$ cat config.mk
export PLATFORM = sky130hd
export DESIGN_NAME = rx_frame_unpacker
export DESIGN_NICKNAME = d
export VERILOG_FILES = /design/src/rtl/rx_frame_pkg.sv /design/src/rtl/rx_frame_checksum.sv /design/src/rtl/rx_frame_unpacker.sv
export SDC_FILE = /design/constraint.sdc
export NUM_CORES = 1
export LEC_CHECK = 0
export CAP_MARGIN = 25
export CORE_ASPECT_RATIO = 0.75
export CORE_MARGIN = 2
export CORE_UTILIZATION = 30
export CTS_CLUSTER_DIAMETER = 100
export DETAILED_ROUTE_END_ITERATION = 12
export GPL_TIMING_DRIVEN = 0
export PLACE_DENSITY = 0.57
export SYNTH_ARGS = -nofsm -noshare
export SYNTH_HDL_FRONTEND = slang
export SYNTH_SLANG_ARGS = --single-unit
export TNS_END_PERCENT = 50
$ cat constraint.sdc
create_clock -name clk -period 6.3 [get_ports clk]
set_input_delay 1.26 -clock clk [delete_from_list [all_inputs] [get_ports clk]]
set_output_delay 1.26 -clock clk [all_outputs]
set_load 0.03 [all_outputs]
$ cat src/rtl/rx_frame_pkg.sv
// Shared types and constants for the rx_frame_unpacker slice.
// Build option RX_FRAME_CRC8_EN selects CRC-8 instead of the modulo-256 sum.
package rx_frame_pkg;

    typedef enum logic [2:0] {
        ST_IDLE   = 3'd0,
        ST_CHECK  = 3'd1,
        ST_STREAM = 3'd2,
        ST_DONE   = 3'd3,
        ST_ERR    = 3'd4
    } state_t;

    localparam logic [1:0] ERR_NONE = 2'd0;
    localparam logic [1:0] ERR_SYNC = 2'd1;
    localparam logic [1:0] ERR_LEN  = 2'd2;
    localparam logic [1:0] ERR_CSUM = 2'd3;

    localparam logic [4:0] SYNC_IDX = 5'd0;
    localparam logic [4:0] LEN_IDX  = 5'd1;
    localparam logic [4:0] PAY_BASE = 5'd2;
    localparam logic [4:0] CSUM_IDX = 5'd31;

    // CHECK counter value of the evaluate cycle, after bytes 1..30 are added
    localparam logic [4:0] EVAL_CNT = 5'd30;

    localparam logic [7:0] CRC8_POLY = 8'h07;

    // Byte 0 sits in the top bits of the frame
    function automatic logic [7:0] frame_byte(input logic [255:0] frame, input logic [4:0] idx);
        logic [255:0] w_shifted;
        w_shifted = frame << {idx, 3'b000};
        return w_shifted[255:248];
    endfunction

    function automatic logic [7:0] crc8_update(input logic [7:0] crc, input logic [7:0] data);
        logic [7:0] w_c;
        w_c = crc ^ data;
        for (int unsigned i = 0; i < 8; i++) begin
            w_c = w_c[7] ? ((w_c << 1) ^ CRC8_POLY) : (w_c << 1);
        end
        return w_c;
    endfunction

endpackage

$ cat src/rtl/rx_frame_checksum.sv
// Byte-serial frame checksum accumulator: modulo-256 sum by default,
// CRC-8 (poly 0x07, init 0, MSB first) when RX_FRAME_CRC8_EN is defined.
module rx_frame_checksum
    import rx_frame_pkg::*;
(
    input  logic       clk,
    input  logic       rst_n,
    input  logic       i_clear,
    input  logic       i_en,
    input  logic [7:0] i_byte,
    output logic [7:0] o_acc
);

    logic [7:0] r_acc;
    logic [7:0] w_next;

    always_comb begin
`ifdef RX_FRAME_CRC8_EN
        w_next = crc8_update(r_acc, i_byte);
`else
        w_next = r_acc + i_byte;
`endif
    end

    always_ff @(posedge clk or negedge rst_n) begin
        if (!rst_n) begin
            r_acc <= '0;
        end else if (i_clear) begin
            r_acc <= '0;
        end else if (i_en) begin
            r_acc <= w_next;
        end
    end

    assign o_acc = r_acc;

endmodule

$ cat src/rtl/rx_frame_unpacker.sv
// Latches a 256-bit received frame, validates sync/length/checksum and streams the
// payload over valid/ready. Checksum flavour chosen by RX_FRAME_CRC8_EN.
module rx_frame_unpacker
    import rx_frame_pkg::*;
#(
    parameter int unsigned FRAME_W   = 256,
    parameter logic [7:0]  SYNC_BYTE = 8'hA5,
    parameter int unsigned MAX_LEN   = 29
) (
    input  logic               clk,
    input  logic               rst,
    input  logic [FRAME_W-1:0] frameIn,
    input  logic               frameValid,
    output logic [7:0]         byteOut,
    output logic               byteValid,
    input  logic               byteReady,
    output logic               frameDone,
    output logic               frameErr,
    output logic [1:0]         errCode,
    output logic               busy,
    output logic [7:0]         dropCount
);

    state_t             r_state;
    logic [FRAME_W-1:0] r_frame;
    logic [4:0]         r_cnt;
    logic [4:0]         r_idx;
    logic [1:0]         r_errCode;
    logic [7:0]         r_dropCount;

    logic [7:0] w_sync;
    logic [7:0] w_len;
    logic [7:0] w_csum;
    logic [7:0] w_acc;
    logic [7:0] w_addByte;
    logic [7:0] w_payByte;
    logic       w_accClear;
    logic       w_accEn;
    logic       w_lastByte;

    assign w_sync    = frame_byte(r_frame, SYNC_IDX);
    assign w_len     = frame_byte(r_frame, LEN_IDX);
    assign w_csum    = frame_byte(r_frame, CSUM_IDX);
    // r_cnt 0..29 walks bytes 1..30
    assign w_addByte = frame_byte(r_frame, r_cnt + LEN_IDX);
    assign w_payByte = frame_byte(r_frame, r_idx + PAY_BASE);

    assign w_accClear = (r_state == ST_IDLE) && frameValid;
    assign w_accEn    = (r_state == ST_CHECK) && (r_cnt != EVAL_CNT);
    assign w_lastByte = ({3'b000, r_idx} == (w_len - 8'd1));

    rx_frame_checksum u_checksum (
        .clk     (clk),
        .rst_n   (rst),
        .i_clear (w_accClear),
        .i_en    (w_accEn),
        .i_byte  (w_addByte),
        .o_acc   (w_acc)
    );

    always_ff @(posedge clk or negedge rst) begin
        if (!rst) begin
            r_state     <= ST_IDLE;
            r_frame     <= '0;
            r_cnt       <= '0;
            r_idx       <= '0;
            r_errCode   <= ERR_NONE;
            r_dropCount <= '0;
        end else begin
            case (r_state)
                ST_IDLE: begin
                    if (frameValid) begin
                        r_frame <= frameIn;
                        r_cnt   <= '0;
                        r_state <= ST_CHECK;
                    end
                end
                ST_CHECK: begin
                    if (r_cnt != EVAL_CNT) begin
                        r_cnt <= r_cnt + 5'd1;
                    end else if (w_sync != SYNC_BYTE) begin
                        r_errCode <= ERR_SYNC;
                        r_state   <= ST_ERR;
                    end else if (w_len > 8'(MAX_LEN)) begin
                        r_errCode <= ERR_LEN;
                        r_state   <= ST_ERR;
                    end else if (w_acc != w_csum) begin
                        r_errCode <= ERR_CSUM;
                        r_state   <= ST_ERR;
                    end else begin
                        r_errCode <= ERR_NONE;
                        r_idx     <= '0;
                        r_state   <= (w_len == 8'd0) ? ST_DONE : ST_STREAM;
                    end
                end
                ST_STREAM: begin
                    if (byteReady) begin
                        if (w_lastByte) begin
                            r_state <= ST_DONE;
                        end else begin
                            r_idx <= r_idx + 5'd1;
                        end
                    end
                end
                ST_DONE, ST_ERR: begin
                    r_state <= ST_IDLE;
                end
                default: begin
                    r_state <= ST_IDLE;
                end
            endcase

            // Any frameValid outside the registered IDLE state is a lost frame
            if (frameValid && (r_state != ST_IDLE) && (r_dropCount != 8'hFF)) begin
                r_dropCount <= r_dropCount + 8'd1;
            end
        end
    end

    assign byteValid = (r_state == ST_STREAM);
    assign byteOut   = byteValid ? w_payByte : '0;
    assign frameDone = (r_state == ST_DONE);
    assign frameErr  = (r_state == ST_ERR);
    assign errCode   = r_errCode;
    assign busy      = (r_state != ST_IDLE);
    assign dropCount = r_dropCount;

endmodule
==> impl_metrics.toml <==
[yosys]
synth_cell_types = 57
synth_edf_count = 0
synth_fp_nets = 1270
yosysWarningCount = 0
ys.flop_type = "dfrtp_1"
synthesis.area_sq_um = 15540
async_flop_share_pct = 100.0
ys_ff_latch = 287
synth_cells = 995
postSynthAreaPerCell_sq_um = 15.62
ys_seq_area_share_pct = 46.20

[sta]
finalHoldViolations = 0
rsz0062_at_grt = "false"
slew_violations = 0
fin_ws_ns = 0.2400
min_period_over_period_pct = 96.19
worst_pin_slew_ns = 1.070
timing.hold.ws_ns = 0.4796
max_freq_mhz = 165.0
slew_headroom_pct = 28.43
finalSetupViolCount = 0
worst_clock_skew_ns = 0.02128
fin_crit_ns = 6.060

[finish]
area.growth.synth_to_final_pct = 31.30
drive_gt1_share_pct = 39.88
nets = 1593
n_fill_cell = 4804
register_area_sq_um = 7182
multi_input_area_sq_um = 7978

[critical_path]
reg2regPathDepth = 20
required_ns = 6.74
critPathLaunchType = "flip-flop"
arrival_ns = 6.50
cpMostUsedCell = "buf_2"
rrSetupSlack_ns = 0.24
cp-startpoint = "r_cnt[0]$_DFFE_PN0P_"
end_kind = "flip-flop"
crit_slowest_cell = "mux4_2"
path_max_fanout = 10
slowest_delay_ns = 0.58
critPathKind = "reg2reg"
r2r_end = "u_checksum.o_acc[7]$_DFFE_PN0P_"
reg2reg_from = "r_cnt[0]$_DFFE_PN0P_"
crit_chain = "buf_6 -> buf_6 -> buf_2 -> clkbuf_4 -> inv_1 -> ha_1 -> buf_2 -> buf_2 -> mux4_2 -> mux4_2 -> mux2i_1 -> inv_1 -> ha_1 -> a21o_1 -> a21oi_1 -> o21ai_0 -> o41ai_1 -> xor2_1 -> a22oi_1 -> o31ai_1"

[route]
antenna_left = 0
num_vias = 10790
wire_per_inst_um = 28.12
viasPerCell = 5.378
dr.pass1.iters = 4
drt_iter0_drc = 877
drc = 0
drt_wl_total_um = 56410

[hold_path]
hold_path_depth = 2
hp-class = "reg2reg"
min_from = "errCode[0]$_DFFE_PN0P_"
hold_path_end = "errCode[0]$_DFFE_PN0P_"

[global_route]
overflow = 0
grt_max_degree = 104
antenna_found_initial = 2
grt_pass1_vias = 11200
grt_usage_pct = 21.23
grt_pass1_wl_um = 80480

[floorplan]
num_rows = 72
die-area_sq_um = 53670
die_w_um = 266.8
core_sq_um = 51350
ioPinCount = 282
fp.dieH_um = 201.1
start_util_pct = 30.27

[pwr]
powerDensity_nw_per_um2 = 560.8
ir_drop_mv = 0.2701
power_leakage_nw = 7.906
power.total_mw = 11.45

[place]
port_buffers = 281
dp_slack_ns = -0.6719
gp_congestion = 0.8687
dpl.hpwl_um = 43510

[clock_network]
clock-sinks = 287
cts_tree = "yes"
post_cts_buffers = 0
clk_latency_ns = 0.54
cts_buffer_depth = 3
clk_pin_slew_ns = 0.06
numCtsBuffers = 35
cts-root-buf = "clkbuf_16"
htree_levels = 2

[job]
maxCapViolations = 0

[status]
status = "complete, no violations"
==> Yosys cell counts, types with 4 or more instances <==
master      n  area [sq um]
ha_1       14         175.2
nand3_1     9         45.04
nor3_1      7         35.03
nand4_1     7         43.79
dfrtp_1   287          7182
inv_1      10         37.54
o21ai_0    23         115.1
nand2_1    29         108.9
xnor2_1    18         157.7
xor2_1     11         96.34
o31ai_1     5         37.54
mux2i_1    11         110.1
buf_2      43         215.2
mux4_2    158          3558
a21oi_1     7         35.03
nor2_1     21         78.83
buf_1       4         15.01
mux2_2    260          2928
clkbuf_1   18         67.56
==> repair_timing <==
action                                  CTS  global route
gates cloned                              0             0
gates resized for setup                   4             6
endpoints found under the setup margin    3             1
hold buffers                              0             0
pin swaps                                 0             0
==> sequential cells by signal, indices dropped and copies added, names as in the netlist <==
name / count
r_frame: 256
dropCount: 8
errCode: 2
r_cnt: 5
u_checksum.o_acc: 8
r_state: 3
r_idx: 5
==> worst max-delay path by stage <==
| stage | end | slack (ns) | depth (start not counted) |
|---|---|---|---|
| final | u_checksum.o_acc[7]$_DFFE_PN0P_ | 0.24 | 20 |
| after global routing | u_checksum.o_acc[7]$_DFFE_PN0P_ | 0.02 | 20 |
| after CTS | u_checksum.o_acc[7]$_DFFE_PN0P_ | 0.008 | 21 |
| after detailed placement | u_checksum.o_acc[7]$_DFFE_PN0P_ | -0.67 | 21 |
| after global placement | r_frame[91]$_DFFE_PN0P_ | -9.08 | 1 |
| after floorplan | u_checksum.o_acc[7]$_DFFE_PN0P_ | 1.35 | 21 |
==> layout by cell type (no fill, tap or decap), drive strengths merged, types with 2 or more instances in the layout <==
master | netlist | routed
a21o | 4 | 4
a21oi | 7 | 7
and2 | 2 | 2
and3 | 4 | 4
and4bb | 2 | 2
buf | 52 | 55
clkbuf | 19 | 73
clkdlybuf4s50 | 0 | 280
clkinv | 0 | 4
dfrtp | 287 | 287
ha | 14 | 14
inv | 10 | 11
mux2 | 261 | 261
mux2i | 11 | 11
mux4 | 160 | 160
nand2 | 29 | 29
nand2b | 3 | 3
nand3 | 9 | 9
nand4 | 7 | 7
nor2 | 21 | 21
nor3 | 7 | 7
nor3b | 2 | 2
o21ai | 24 | 24
o22ai | 2 | 2
o31ai | 5 | 5
o41ai | 2 | 2
or3b | 2 | 2
or4 | 2 | 2
xnor2 | 18 | 18
xor2 | 12 | 12
==> cells by family after synthesis <==
group	Yosys count	synth area share (%)
XOR/XNOR	30	1.739
multiplexers	432	42.84
adder cells (fa/ha/maj)	15	1.256
AO/OA/AOI/OAI	52	2.133
flip-flops	287	46.20
buffers and inverters	81	2.479
AND/OR/NAND/NOR	98	3.348
==> critical path, delay by kind of cell, from the launching register on <==
family                   cells  cell delay [ns]
AO/OA/AOI/OAI                6             1.17
XOR/XNOR                     1             0.30
adder cells (fa/ha/maj)      2             0.66
buffers and inverters        8             2.06
flip-flops                   1             0.41
multiplexers                 3             1.31
==> area by class of cell <==
type / instances / area share [%]
clock inverters: 7 / 0.3801
flip-flops and latches: 287 / 35.19
diodes: 1 / 0.01226
inverters: 10 / 0.1839
clock buffers: 51 / 4.984
plain buffers: 70 / 1.753
multi-input cells: 627 / 39.09
well taps: 666 / 4.083
repair buffers: 287 / 14.33
==> where the power goes <==
part / total (mW) / switching (mW) / internal (mW)
Clock: 1.97 / 0.809 / 1.16
Combinational: 5.83 / 2.63 / 3.20
Sequential: 3.65 / 0.849 / 2.80
==> stage by stage <==
step / cells / setup TNS, ns / area (sq um) / util [%]
after floorplan: 995 / 0 / 15540 / -
after global placement: 1942 / -2598.32 / 19190 / 37.37
after detailed placement: 1948 / -1.196 / 19300 / 37.59
after CTS: 2006 / 0 / 20410 / 39.75
after global routing: 2005 / 0 / 20410 / 39.74
final: 2006 / 0 / 20410 / 39.75
==> routing by layer <==
metal,GRT usage (%),share of wire (%),vias to the layer above
li1,-,-,4520
met1,30.32,44,5715
met2,31.02,44,492
met3,7.514,9.9,57
met4,4.093,1.6,4
met5,1.712,0.24,-
No activity file was read; power rests on OpenSTA's default activity.
